==> src/rtl/ads8688_spi_responder.sv <==
// ADS8688-style SPI responder: receives a 16-bit command in the first half of a
// 32-clock frame and returns the selected channel's 16-bit value in the second.
// SPI pins are asynchronous and pass through 2-flop synchronizers. All frame
// handling is driven by edges seen on the synchronized copies.
//
// state     | meaning
// ----------+----------------------------------------------------------------
// WAIT_HIGH | after reset, wait until cs_n is seen high before any frame
// IDLE      | cs_n high, waiting for its falling edge
// FRAME     | cs_n low, counting SCLK edges, shifting command in and data out
module ads8688_spi_responder #(
  parameter int NUM_CH     = 8,
  parameter int FRAME_BITS = 32
) (
  input  logic                  clk48mhz,
  input  logic                  rstn,
  input  logic                  spi_sclk,
  input  logic                  spi_cs_n,
  input  logic                  spi_sdi,
  output logic                  spi_sdo,
  input  logic [16*NUM_CH-1:0]  ch_data,
  output logic [2:0]            active_ch,
  output logic [15:0]           last_cmd,
  output logic                  frame_done,
  output logic                  frame_error,
  output logic                  unknown_cmd,
  output logic [15:0]           frame_count
);

  typedef enum logic [1:0] {
    WAIT_HIGH = 2'd0,
    IDLE      = 2'd1,
    FRAME     = 2'd2
  } state_t;

  logic        sclk_s1_q, sclk_s2_q, sclk_prev_q;
  logic        cs_s1_q, cs_s2_q, cs_prev_q;
  logic        sdi_s1_q, sdi_s2_q;

  state_t      state_q, state_d;
  logic [5:0]  rise_cnt_q, rise_cnt_d;
  logic [5:0]  fall_cnt_q, fall_cnt_d;
  logic [15:0] tx_q, tx_d;
  logic [15:0] rx_q, rx_d;
  logic        sdo_q, sdo_d;
  logic [2:0]  active_ch_q, active_ch_d;
  logic [15:0] last_cmd_q, last_cmd_d;
  logic [15:0] frame_count_q, frame_count_d;
  logic        frame_done_q, frame_done_d;
  logic        frame_error_q, frame_error_d;
  logic        unknown_cmd_q, unknown_cmd_d;

  logic        sclk_rise, sclk_fall, cs_rise, cs_fall;
  logic [5:0]  fall_next;
  logic        cmd_known;

  assign sclk_rise = sclk_s2_q & ~sclk_prev_q;
  assign sclk_fall = ~sclk_s2_q & sclk_prev_q;
  assign cs_rise   = cs_s2_q & ~cs_prev_q;
  assign cs_fall   = ~cs_s2_q & cs_prev_q;

  // Next-state, counters, shift registers and output pulses.
  always_comb begin
    state_d       = state_q;
    rise_cnt_d    = rise_cnt_q;
    fall_cnt_d    = fall_cnt_q;
    tx_d          = tx_q;
    rx_d          = rx_q;
    sdo_d         = sdo_q;
    active_ch_d   = active_ch_q;
    last_cmd_d    = last_cmd_q;
    frame_count_d = frame_count_q;
    frame_done_d  = 1'b0;
    frame_error_d = 1'b0;
    unknown_cmd_d = 1'b0;
    fall_next     = (fall_cnt_q == 6'd63) ? fall_cnt_q : fall_cnt_q + 6'd1;
    cmd_known     = (rx_q[15:13] == 3'b110) || (rx_q == 16'h8500) || (rx_q == 16'h0000);

    // Channel selection lands the cycle after frame_done, from the latched command.
    if (frame_done_q) begin
      if (last_cmd_q[15:13] == 3'b110) begin
        active_ch_d = last_cmd_q[12:10];
      end else if (last_cmd_q == 16'h8500) begin
        active_ch_d = 3'd0;
      end
    end

    case (state_q)
      WAIT_HIGH: begin
        sdo_d = 1'b0;
        if (cs_s2_q) begin
          state_d = IDLE;
        end
      end
      IDLE: begin
        sdo_d = 1'b0;
        if (cs_fall) begin
          state_d    = FRAME;
          rise_cnt_d = 6'd0;
          fall_cnt_d = 6'd0;
          tx_d       = ch_data[{active_ch_q, 4'b0000} +: 16];
          rx_d       = 16'h0000;
        end
      end
      FRAME: begin
        if (cs_rise) begin
          state_d = IDLE;
          sdo_d   = 1'b0;
          if (rise_cnt_q == 6'(FRAME_BITS)) begin
            frame_done_d  = 1'b1;
            last_cmd_d    = rx_q;
            frame_count_d = frame_count_q + 16'd1;
            unknown_cmd_d = ~cmd_known;
          end else begin
            frame_error_d = 1'b1;
          end
        end else if (sclk_rise) begin
          if (rise_cnt_q < 6'd16) begin
            rx_d = {rx_q[14:0], sdi_s2_q};
          end
          if (rise_cnt_q != 6'd63) begin
            rise_cnt_d = rise_cnt_q + 6'd1;
          end
        end else if (sclk_fall) begin
          fall_cnt_d = fall_next;
          // Falls 16..31 present the snapshot MSB first; everything else drives 0.
          if ((fall_next >= 6'd16) && (fall_next <= 6'd31)) begin
            sdo_d = tx_q[15];
            tx_d  = {tx_q[14:0], 1'b0};
          end else begin
            sdo_d = 1'b0;
          end
        end
      end
      default: begin
        state_d = WAIT_HIGH;
        sdo_d   = 1'b0;
      end
    endcase
  end

  // Synchronizers and all registered state, with synchronous active-low reset.
  always_ff @(posedge clk48mhz) begin
    if (!rstn) begin
      sclk_s1_q     <= 1'b0;
      sclk_s2_q     <= 1'b0;
      sclk_prev_q   <= 1'b0;
      cs_s1_q       <= 1'b0;
      cs_s2_q       <= 1'b0;
      cs_prev_q     <= 1'b0;
      sdi_s1_q      <= 1'b0;
      sdi_s2_q      <= 1'b0;
      state_q       <= WAIT_HIGH;
      rise_cnt_q    <= 6'd0;
      fall_cnt_q    <= 6'd0;
      tx_q          <= 16'h0000;
      rx_q          <= 16'h0000;
      sdo_q         <= 1'b0;
      active_ch_q   <= 3'd0;
      last_cmd_q    <= 16'h0000;
      frame_count_q <= 16'h0000;
      frame_done_q  <= 1'b0;
      frame_error_q <= 1'b0;
      unknown_cmd_q <= 1'b0;
    end else begin
      sclk_s1_q     <= spi_sclk;
      sclk_s2_q     <= sclk_s1_q;
      sclk_prev_q   <= sclk_s2_q;
      cs_s1_q       <= spi_cs_n;
      cs_s2_q       <= cs_s1_q;
      cs_prev_q     <= cs_s2_q;
      sdi_s1_q      <= spi_sdi;
      sdi_s2_q      <= sdi_s1_q;
      state_q       <= state_d;
      rise_cnt_q    <= rise_cnt_d;
      fall_cnt_q    <= fall_cnt_d;
      tx_q          <= tx_d;
      rx_q          <= rx_d;
      sdo_q         <= sdo_d;
      active_ch_q   <= active_ch_d;
      last_cmd_q    <= last_cmd_d;
      frame_count_q <= frame_count_d;
      frame_done_q  <= frame_done_d;
      frame_error_q <= frame_error_d;
      unknown_cmd_q <= unknown_cmd_d;
    end
  end

  assign spi_sdo     = sdo_q;
  assign active_ch   = active_ch_q;
  assign last_cmd    = last_cmd_q;
  assign frame_count = frame_count_q;
  assign frame_done  = frame_done_q;
  assign frame_error = frame_error_q;
  assign unknown_cmd = unknown_cmd_q;

endmodule
==> config.mk <==
export PLATFORM = sky130hd
export DESIGN_NAME = ads8688_spi_responder
export DESIGN_NICKNAME = d
export VERILOG_FILES = /design/src/rtl/ads8688_spi_responder.sv
export SDC_FILE = /design/constraint.sdc
export NUM_CORES = 1
export LEC_CHECK = 0
export ABC_CLOCK_PERIOD_IN_PS = 2700
export CORE_UTILIZATION = 64
export CTS_CLUSTER_DIAMETER = 30
export DETAILED_ROUTE_END_ITERATION = 7
export DONT_BUFFER_PORTS = 1
export PLACE_DENSITY = 0.8
export SYNTH_ARGS = -nofsm -noshare
export SYNTH_HDL_FRONTEND = slang
export SYNTH_SLANG_ARGS = --single-unit
==> constraint.sdc <==
create_clock -name clk48mhz -period 2.7 [get_ports clk48mhz]
set_clock_uncertainty 0.1 [all_clocks]
set_input_delay 0.54 -clock clk48mhz [delete_from_list [all_inputs] [get_ports clk48mhz]]
set_output_delay 0.54 -clock clk48mhz [all_outputs]
set_load 0.01 [all_outputs]
==> reports/results.ini, run 1 <==
[status]
status = finished, final reports clean

[sta]
finalHoldViolCount = 0
max_freq_ghz = 0.460
rsz0062_at_grt = false
slew_violations = 0
finalSetupViolations = 0
fin_crit_ns = 2.18
finalCritPeriodShare = 0.806
setup-tns-final_ns = 0
slew_headroom = 0.520
tightestPinTransition_ns = 0.719

[drt]
routed_wl_um = 11500
drtIter0Drc = 241
ant_nets = 0
wl_per_cell_um = 19.3
vias = 3915
routed-wl-met3_um = 909
via_per_inst = 6.60
drt_pre_antenna_iters = 4
met2_wirelength_um = 5760
wl_met1_um = 4620
drc = 0
dr.max_layer_used = met4

[clock_network]
cts-root-buf = clkbuf_8
cts_made_buffers = 9
htree_levels = 3
ctsResizeCount = 0
clkLatencyLatePin_ns = 0.37
clock_path_buffers = 2
hold_buffers = 0
cts_sinks = 93
cts_tree = built
clk_pin_slew_worst_paths_ns = 0.09
post_cts_buffers = 0

[power]
p_comb_frac = 0.043
p_per_area_nw_per_um2 = 460
switchingPower_uw = 579
p_int_uw = 1780
p_seq_frac = 0.587
p_leak_uw = 0.00167
finalPower_uw = 2360
swShare = 0.245
peakVddDrop_uv = 194
clkPwrFrac = 0.370

[floorplanning]
die_height_um = 89.5
io_pins = 172
die_area_um2 = 8010
rows = 31
initial_core_util = 0.668
core_um2 = 7330
die_w_um = 89.5

[setup_path]
endpoint_kind = flop
crit_chain = inv_1 -> or4b_2 -> a21oi_2 -> a21boi_0 -> o21a_1
startpoint_type = flop
required_ns = 2.86
reg2reg_slack_ns = 0.52
slowest_delay_ns = 0.89
critical-path-slowest-cell = or4b_2
crit_type = flop to flop
worst-path-max-fanout = 20
arrival_ns = 2.34

[run]
cap_violations = 0

[yosys]
synthArstFlopShare = 0
syn-mean-instance-area_um2 = 9.76
ys_types = 57
synthesis.area_um2 = 4900
yosysWarnings = 0
ys.flop_type = dfxtp_1
yosysSeqAreaShare = 0.380
synth_edf_count = 0
syn_inst = 502
synth_nets = 639
ys_seq_elements = 93

[place]
hpwl_um = 8450
placed_cell_area_um2 = 4940
port_buffers = 0
place.gp.congestion = 0.882

[global_routing]
grt_max_degree = 36
grt_pass1_vias = 3600
antenna_found_initial = 3
grt_pass1_wl_um = 16900
overflow = 0
track_usage = 0.284

[worst_hold_path]
hold_class = input port to flop

[finish]
final_area_um2 = 5130
final_nets = 622
area_growth_pct = 4.85
nFillCells = 534
drive_above_1_share = 0.147
final_core_util = 0.700

[cells in the mapped netlist, drive strengths merged (2+ instances only)]
library cell / instances / area share
nand4: 12 / 0.015
inv: 6 / 0.0046
nand3: 24 / 0.025
o21ai: 5 / 0.0051
a311oi: 2 / 0.0036
a21oi: 62 / 0.065
nor4b: 4 / 0.011
nand4bb: 2 / 0.0046
nor4: 4 / 0.0082
and4: 3 / 0.0054
xor2: 14 / 0.025
and2: 9 / 0.011
or3: 6 / 0.0087
nand2: 31 / 0.024
clkbuf: 19 / 0.015
and3: 8 / 0.010
ha: 4 / 0.010
mux2i: 34 / 0.069
dfxtp: 93 / 0.38
nor3: 7 / 0.0092
xnor2: 2 / 0.0036
nor2: 57 / 0.044
nor2b: 2 / 0.0026
buf: 18 / 0.022
a2111oi: 2 / 0.0049
nor3b: 2 / 0.0031
mux4: 32 / 0.15
a31oi: 2 / 0.0056
nand2b: 6 / 0.0092
o31ai: 16 / 0.025
[layer usage]
layer | vias to the layer above | global-route usage
met1 | 1892 | 0.367
li1 | 1829 | -
met2 | 177 | 0.458
met5 | - | 0
met3 | 17 | 0.0674
met4 | 0 | 0.120
[cell families after synthesis]
kind of cell / share of synthesized area
XOR/XNOR: 0.0286
flip-flops: 0.380
AO/OA/AOI/OAI: 0.122
buffers and inverters: 0.0409
multiplexers: 0.217
AND/OR/NAND/NOR: 0.201
adder cells (fa/ha/maj): 0.0102
[power groups by stage]
stage	Clock, uW	Sequential (uW)	Combinational [uW]
6_report	875	1390	101
5_1_grt	939	1390	110
4_1_cts	887	1390	101
3_5_place_dp	0	1420	100
3_3_place_gp	0	1420	98.6
2_1_floorplan	0	1420	90.8
[layout make-up]
| class | instances | area (um2) | share of cell area |
|---|---|---|---|
| Inverter | 6 | 22.5 | 0.00439 |
| Clock inverter | 7 | 58.8 | 0.0115 |
| Tap cell | 99 | 124 | 0.0241 |
| Sequential cell | 93 | 1860 | 0.363 |
| Multi-Input combinational cell | 366 | 2850 | 0.556 |
| Timing Repair Buffer | 9 | 80.1 | 0.0156 |
| Antenna cell | 4 | 10.0 | 0.00195 |
| Clock buffer | 9 | 124 | 0.0241 |
[flip-flops by register name (all words and copies together), names as in the netlist, 2 cells and up]
| name | flops |
|---|---|
| rx_q | 16 |
| active_ch | 3 |
| fall_cnt_q | 6 |
| state_q | 2 |
| tx_q | 16 |
| rise_cnt_q | 6 |
| last_cmd | 16 |
| frame_count | 16 |
[stage by stage]
step	instances	hold slack [ns]	worst slack, ns
finish	593	0.196	0.524
global route	590	0.191	0.397
CTS	589	0.184	0.535
detailed placement	573	0.319	0.552
global placement	573	0.321	0.601
floorplan	502	0.312	0.756
[final timing paths]
kind / from / endpoint / cells past startpoint
max: cs_prev_q$_SDFF_PN0_ / fall_cnt_q[2]$_SDFFE_PN0P_ / 5
min: rstn / sdi_s1_q$_SDFF_PN0_ / 1
max reg2reg: cs_prev_q$_SDFF_PN0_ / fall_cnt_q[2]$_SDFFE_PN0P_ / 5
min reg2reg: sclk_s1_q$_SDFF_PN0_ / sclk_s2_q$_SDFF_PN0_ / 1
[layout by cell type (no fill, tap or decap), types with 8 or more instances in the layout]
cell / synthesis / layout
nand2_1: 31 / 31
xor2_1: 14 / 14
nand3_1: 24 / 24
nand4_1: 12 / 12
a21oi_1: 60 / 60
mux4_2: 32 / 32
o31ai_1: 16 / 16
and2_1: 9 / 9
dfxtp_1: 93 / 92
and3_1: 8 / 8
buf_4: 5 / 8
mux2i_1: 34 / 34
nor2_1: 57 / 57
clkbuf_8: 0 / 9
[critical path: cells and delay by family, from the launching register on]
family          cells  cell delay (ns)
flops               1             0.37
compound gates      3             0.62
simple gates        1             0.89
buf+inv             1             0.10
Note: power is estimated with default switching activity, not from simulation.
==> run 2, diff against run 1 <==
- ABC_CLOCK_PERIOD_IN_PS: 2700 -> 2000
- CORE_UTILIZATION: 64 -> 57
- PLACE_DENSITY: 0.8 -> 0.75
- clock period: 2.7 -> 2 ns (I/O delays scaled with it)
==> reports/results.ini, run 2 (synthesis gave the netlist of run 1 again) <==
[place]
place.gp.congestion = 0.858  ; -2.8%
dpl.cell_count = 588  ; +2.6%
hpwl_um = 8590  ; +1.7%
port_buffers = 0  ; unchanged
dp_slack_ns = 0.0537  ; -0.498 ns

[sta]
slew_headroom = 0.630  ; +0.110
fin_crit_ns = 1.91  ; -0.265 ns
fin_ws_ns = 0.0897  ; -0.435 ns
finalHoldViolCount = 0  ; unchanged
max_freq_ghz = 0.523  ; +14%
finalCritPeriodShare = 0.955  ; +0.149
finalSetupViolations = 0  ; unchanged
slew_violations = 0  ; unchanged
tightestPinTransition_ns = 0.555  ; -0.164 ns

[finish]
final_common_cell = dfxtp_1
final_cell_count_no_fill = 605  ; +2.0%
final_nets = 633  ; +1.8%
diodes = 0  ; -4
area_growth_pct = 8.07
final_cell_mix = dfxtp_1 (88), a21oi_1 (60), nor2_1 (57)
drive_above_1_share = 0.178  ; +0.0311

[clock_network]
clk_pin_slew_worst_paths_ns = 0.09  ; about the same
cts_made_buffers = 9  ; unchanged
cts-root-buf = clkbuf_8
clkLatencyLatePin_ns = 0.36  ; about the same
hold_buffers = 0  ; unchanged
htree_levels = 3  ; unchanged
clock_path_buffers = 2  ; unchanged
cts_sinks = 93  ; unchanged
cts_tree = built

[run]
cap_violations = 0  ; unchanged

[drt]
drt_pre_antenna_iters = 5  ; +1
ant_nets = 0  ; unchanged
drtIter0Drc = 234  ; -2.9%
vias = 3896  ; -0.49%
routed_wl_um = 11500  ; +0.14%
wl_per_cell_um = 19.0  ; -1.8%
via_per_inst = 6.44  ; -2.5%
drc = 0  ; unchanged

[worst_hold_path]
min_to = cs_s1_q$_SDFF_PN0_
hp-start = rstn
hold_class = input port to flop
hold_depth = 1  ; unchanged

[setup_path]
crit_chain = and2b_2 -> nor4b_4 -> a21oi_4 -> or4_1 -> a21oi_1
path_buf_inv = 0  ; -1
slowest_delay_ns = 0.49  ; -0.40 ns
timing.rr.start = cs_s2_q$_SDFF_PN0_
startpoint_type = flop
worst-path-max-fanout = 7  ; -65%
critPathTopFamily = simple AND/OR/NAND/NOR gates
critical-path-slowest-cell = or4_1
regToRegEndpoint = rise_cnt_q[5]$_SDFFE_PN0P_
reg2reg_slack_ns = 0.09  ; -0.43 ns
rr_worst_depth = 5  ; unchanged
arrival_ns = 2.10  ; -0.24 ns
endpoint_kind = flop
required_ns = 2.19  ; -0.67 ns
crit_type = flop to flop

[power]
p_int_uw = 2520  ; +41%
p_leak_uw = 0.00174  ; +4.3%
p_seq_frac = 0.574  ; -0.013
switchingPower_uw = 740  ; +28%
p_per_area_nw_per_um2 = 616  ; +34%
peakVddDrop_uv = 350  ; +80%
clkPwrFrac = 0.383  ; +0.013
swShare = 0.227  ; -0.0183
p_comb_frac = 0.043  ; about the same

[global_routing]
grt_pass1_vias = 3523  ; -2.1%
grt_max_degree = 34  ; -5.6%
overflow = 0  ; unchanged
antenna_found_initial = 0  ; -3
grt_pass1_wl_um = 17300  ; +2.2%
track_usage = 0.250  ; -0.0336

[floorplanning]
die_area_um2 = 8970  ; +12%
io_pins = 172  ; unchanged
initial_core_util = 0.593  ; -0.0750
die_height_um = 94.7  ; +5.8%
core_um2 = 8260  ; +13%
rows = 33  ; +6.5%
die_w_um = 94.7  ; +5.8%

[status]
status = finished, final reports clean

-- run 2: cell types whose count changed in the layout (fill, tap and decap cells not counted), moves of 2 or more --
cell / before / now
buf_12: 1 / 4
buf_4: 8 / 15
dfxtp_1: 92 / 88
dfxtp_2: 1 / 4
diode_2: 4 / 0
inv_8: 2 / 0
-- run 2: power by group through the flow --
stage | clock (uW) | sequential (uW) | combinational (uW)
after floorplan | 0 | 1910 | 123
after global placement | 0 | 1910 | 137
after CTS | 1280 | 1870 | 139
after global routing | 1350 | 1870 | 152
final | 1250 | 1870 | 140
after detailed placement | 0 | 1910 | 139
-- run 2: worst max-delay path by stage --
stage                     slack [ns]                          to                        from  cells after the start
after detailed placement        0.05        spi_sdo$_SDFFE_PP0P_  fall_cnt_q[1]$_SDFFE_PN0P_                      5
after global placement          0.11        spi_sdo$_SDFFE_PP0P_  fall_cnt_q[1]$_SDFFE_PN0P_                      5
final                           0.09  rise_cnt_q[5]$_SDFFE_PN0P_          cs_s2_q$_SDFF_PN0_                      5
after floorplan                 0.06       tx_q[13]$_SDFFE_PN0P_   active_ch[0]$_SDFFE_PN0P_                      7
after global routing           -0.02  fall_cnt_q[1]$_SDFFE_PN0P_     state_q[0]$_SDFFE_PN0P_                      4
after CTS                       0.04        spi_sdo$_SDFFE_PP0P_  fall_cnt_q[1]$_SDFFE_PN0P_                      5
-- run 2: cell type report --
| type | instances | area, um2 |
|---|---|---|
| clock buffer | 9 | 124 |
| clock inverter | 6 | 71.3 |
| fill | 668 | 2970 |
| inverter | 6 | 22.5 |
| multi-input combinational | 366 | 2870 |
| sequential | 93 | 1870 |
| tap | 105 | 131 |
| timing repair buffer | 20 | 204 |
-- run 2: routing by layer --
metal	global-route usage	part of all wire	vias up
met4	0.0455	0.0080	0
met2	0.401	0.50	165
met5	0	0	-
met3	0.0652	0.074	10
li1	-	-	1841
met1	0.343	0.42	1880
-- run 2: per-stage QoR --
step	utilization	instance area, um2	hold WS (ns)	total power [uW]	TNS (ns)
after global routing	0.641	5290	0.0444	3380	-0.0250
after floorplan	-	4900	0.312	2030	0
final	0.641	5290	0.0655	3260	0
after global placement	0.612	5050	0.317	2050	0
after detailed placement	0.612	5050	0.323	2050	0
after CTS	0.636	5250	0.0465	3290	0
-- run 2: timing repair --
| action | in CTS | in global routing |
|---|---|---|
| setup buffers | 0 | 2 |
| resized for setup | 0 | 10 |
| endpoints found under the setup margin | 0 | 36 |
==> run 3, diff against run 2 <==
- CORE_UTILIZATION: 57 -> 53
- PLACE_DENSITY: 0.75 -> 0.71
==> reports/results.ini, run 3 (synthesis gave the netlist of run 1 again) <==
[status]
status = finished, violations left
violations = design-rule violations

[floorplanning]
core_um2 = 8850  ; +7.2%
die_area_um2 = 9630  ; +7.4%
rows = 34  ; +3.0%
initial_core_util = 0.553  ; -0.0396
die_height_um = 98.1  ; +3.6%
io_pins = 172  ; unchanged
die_w_um = 98.1  ; +3.6%

[sta]
fin_ws_ns = 0.0862  ; -0.00351 ns
setup-tns-final_ns = 0  ; unchanged
slew_headroom = 0.727  ; +0.0968
fin_crit_ns = 1.91  ; +0.00351 ns
finalCritPeriodShare = 0.957  ; +0.00176
finalHoldViolCount = 0  ; unchanged
slew_violations = 0  ; unchanged
tightestPinTransition_ns = 0.409  ; -0.146 ns
max_freq_ghz = 0.523  ; -0.18%
finalSetupViolations = 0  ; unchanged

[place]
hpwl_um = 9180  ; +6.9%
port_buffers = 0  ; unchanged
place.gp.congestion = 0.966  ; +13%
dp_slack_ns = 0.0408  ; -0.0128 ns
placed_cell_area_um2 = 5080  ; +0.52%

[drt]
drc = 9  ; +9
wl_per_cell_um = 20.4  ; +7.3%
drtIter0Drc = 224  ; -4.3%
vias = 3920  ; +0.62%
ant_nets = 0  ; unchanged
via_per_inst = 6.38  ; -0.86%
drt_pre_antenna_iters = 6  ; +1
routed_wl_um = 12500  ; +8.9%

[setup_path]
cp-startpoint = fall_cnt_q[0]$_SDFFE_PN0P_
timing.rr.start = fall_cnt_q[0]$_SDFFE_PN0P_
worstSetupEndpoint = spi_sdo$_SDFFE_PP0P_
reg2reg_slack_ns = 0.09  ; about the same
startpoint_type = flop
endpoint_kind = flop
worst-path-max-fanout = 5  ; -2
crit_type = flop to flop
required_ns = 2.17  ; -0.02 ns
regToRegEndpoint = spi_sdo$_SDFFE_PP0P_
arrival_ns = 2.08  ; -0.02 ns
rr_worst_depth = 5  ; unchanged

[clock_network]
cts_made_buffers = 9  ; unchanged
clkLatencyLatePin_ns = 0.37  ; about the same
cts_tree = built
clk_pin_slew_worst_paths_ns = 0.09  ; about the same
clock_path_buffers = 2  ; unchanged
cts-root-buf = clkbuf_8
cts_sinks = 93  ; unchanged
htree_levels = 3  ; unchanged
hold_buffers = 0  ; unchanged

[finish]
drive_above_1_share = 0.179  ; +0.000926
final_nets = 636  ; +0.47%
final_common_cell = dfxtp_1
final_cell_mix = dfxtp_1 (91), a21oi_1 (60), nor2_1 (57)
area_growth_pct = 8.76
final_core_util = 0.602  ; -0.0390
final_area_um2 = 5330  ; +0.64%

[run]
cap_violations = 0  ; unchanged

[worst_hold_path]
hold_depth = 1  ; unchanged
hold_class = input port to flop

[global_routing]
track_usage = 0.259  ; +0.00892
grt_pass1_vias = 3750  ; +6.4%
grt_pass1_wl_um = 19400  ; +12%
grt_max_degree = 62  ; +82%
antenna_found_initial = 2  ; +2
overflow = 0  ; unchanged

[power]
p_leak_uw = 0.00176  ; +1.5%
peakVddDrop_uv = 296  ; -15%
p_per_area_nw_per_um2 = 615  ; -0.21%
finalPower_uw = 3270  ; +0.42%

run 3: changes by cell type in the layout (fill, tap and decap cells not counted), moves of 2 or more:
cell,change
diode_2,+3
dfxtp_2,-2
or3_4,+2
clkinv_4,+2
dfxtp_1,+3
buf_4,+4
or3_1,-2
run 3: per-layer routing:
| layer | part of all wire | track usage | vias to the layer above | routed length, um |
|---|---|---|---|---|
| met3 | 0.073 | 0.0716 | 17 | 914 |
| met1 | 0.41 | 0.322 | 1898 | 5100 |
| met2 | 0.50 | 0.434 | 152 | 6250 |
| li1 | - | - | 1853 | - |
| met5 | 0 | 0 | - | 0 |
| met4 | 0.019 | 0.0886 | 0 | 237 |
run 3: how the worst min path moves through the flow:
stage / start / end
detailed placement: sclk_s1_q$_SDFF_PN0_ / sclk_s2_q$_SDFF_PN0_
global placement: sclk_s1_q$_SDFF_PN0_ / sclk_s2_q$_SDFF_PN0_
global route: rstn / tx_q[5]$_SDFFE_PN0P_
CTS: rstn / sclk_s2_q$_SDFF_PN0_
floorplan: cs_s1_q$_SDFF_PN0_ / cs_s2_q$_SDFF_PN0_
finish: rstn / sclk_s1_q$_SDFF_PN0_
run 3: area by class of cell:
type                    count  area [um2]
flip-flops and latches     93        1860
clock inverters             6        72.6
inverters                   6        22.5
repair buffers             23         223
diodes                      3        7.51
multi-input cells         366        2880
fillers                   755        3520
clock buffers               9         124
well taps                 108         135
run 3: critical path, stage by stage (launching register included):
cell and delay [ns]:
dfxtp_1 0.36, ha_2 0.22, nand3_1 0.11, or3_4 0.37, a311o_1 0.33, a2111oi_2 0.33
run 3: power by group:
| part | switching (uW) | internal [uW] | total [uW] |
|---|---|---|---|
| combinational | 62.8 | 78.6 | 141 |
| sequential | 9.73 | 1860 | 1870 |
| clock | 679 | 581 | 1260 |
| total | 752 | 2520 | 3270 |
run 3: repair_timing:
| action | 4_1_cts | 5_1_grt |
|---|---|---|
| resized for setup | 0 | 6 |
| setup buffers | 0 | 2 |
| endpoints found under the setup margin | 0 | 56 |
run 3: metrics by stage:
stage                     std cells  hold slack, ns
after floorplan                 502           0.312
after global placement          594           0.318
after detailed placement        594           0.329
after CTS                       609          0.0484
after global routing            612          0.0556
final                           614          0.0575
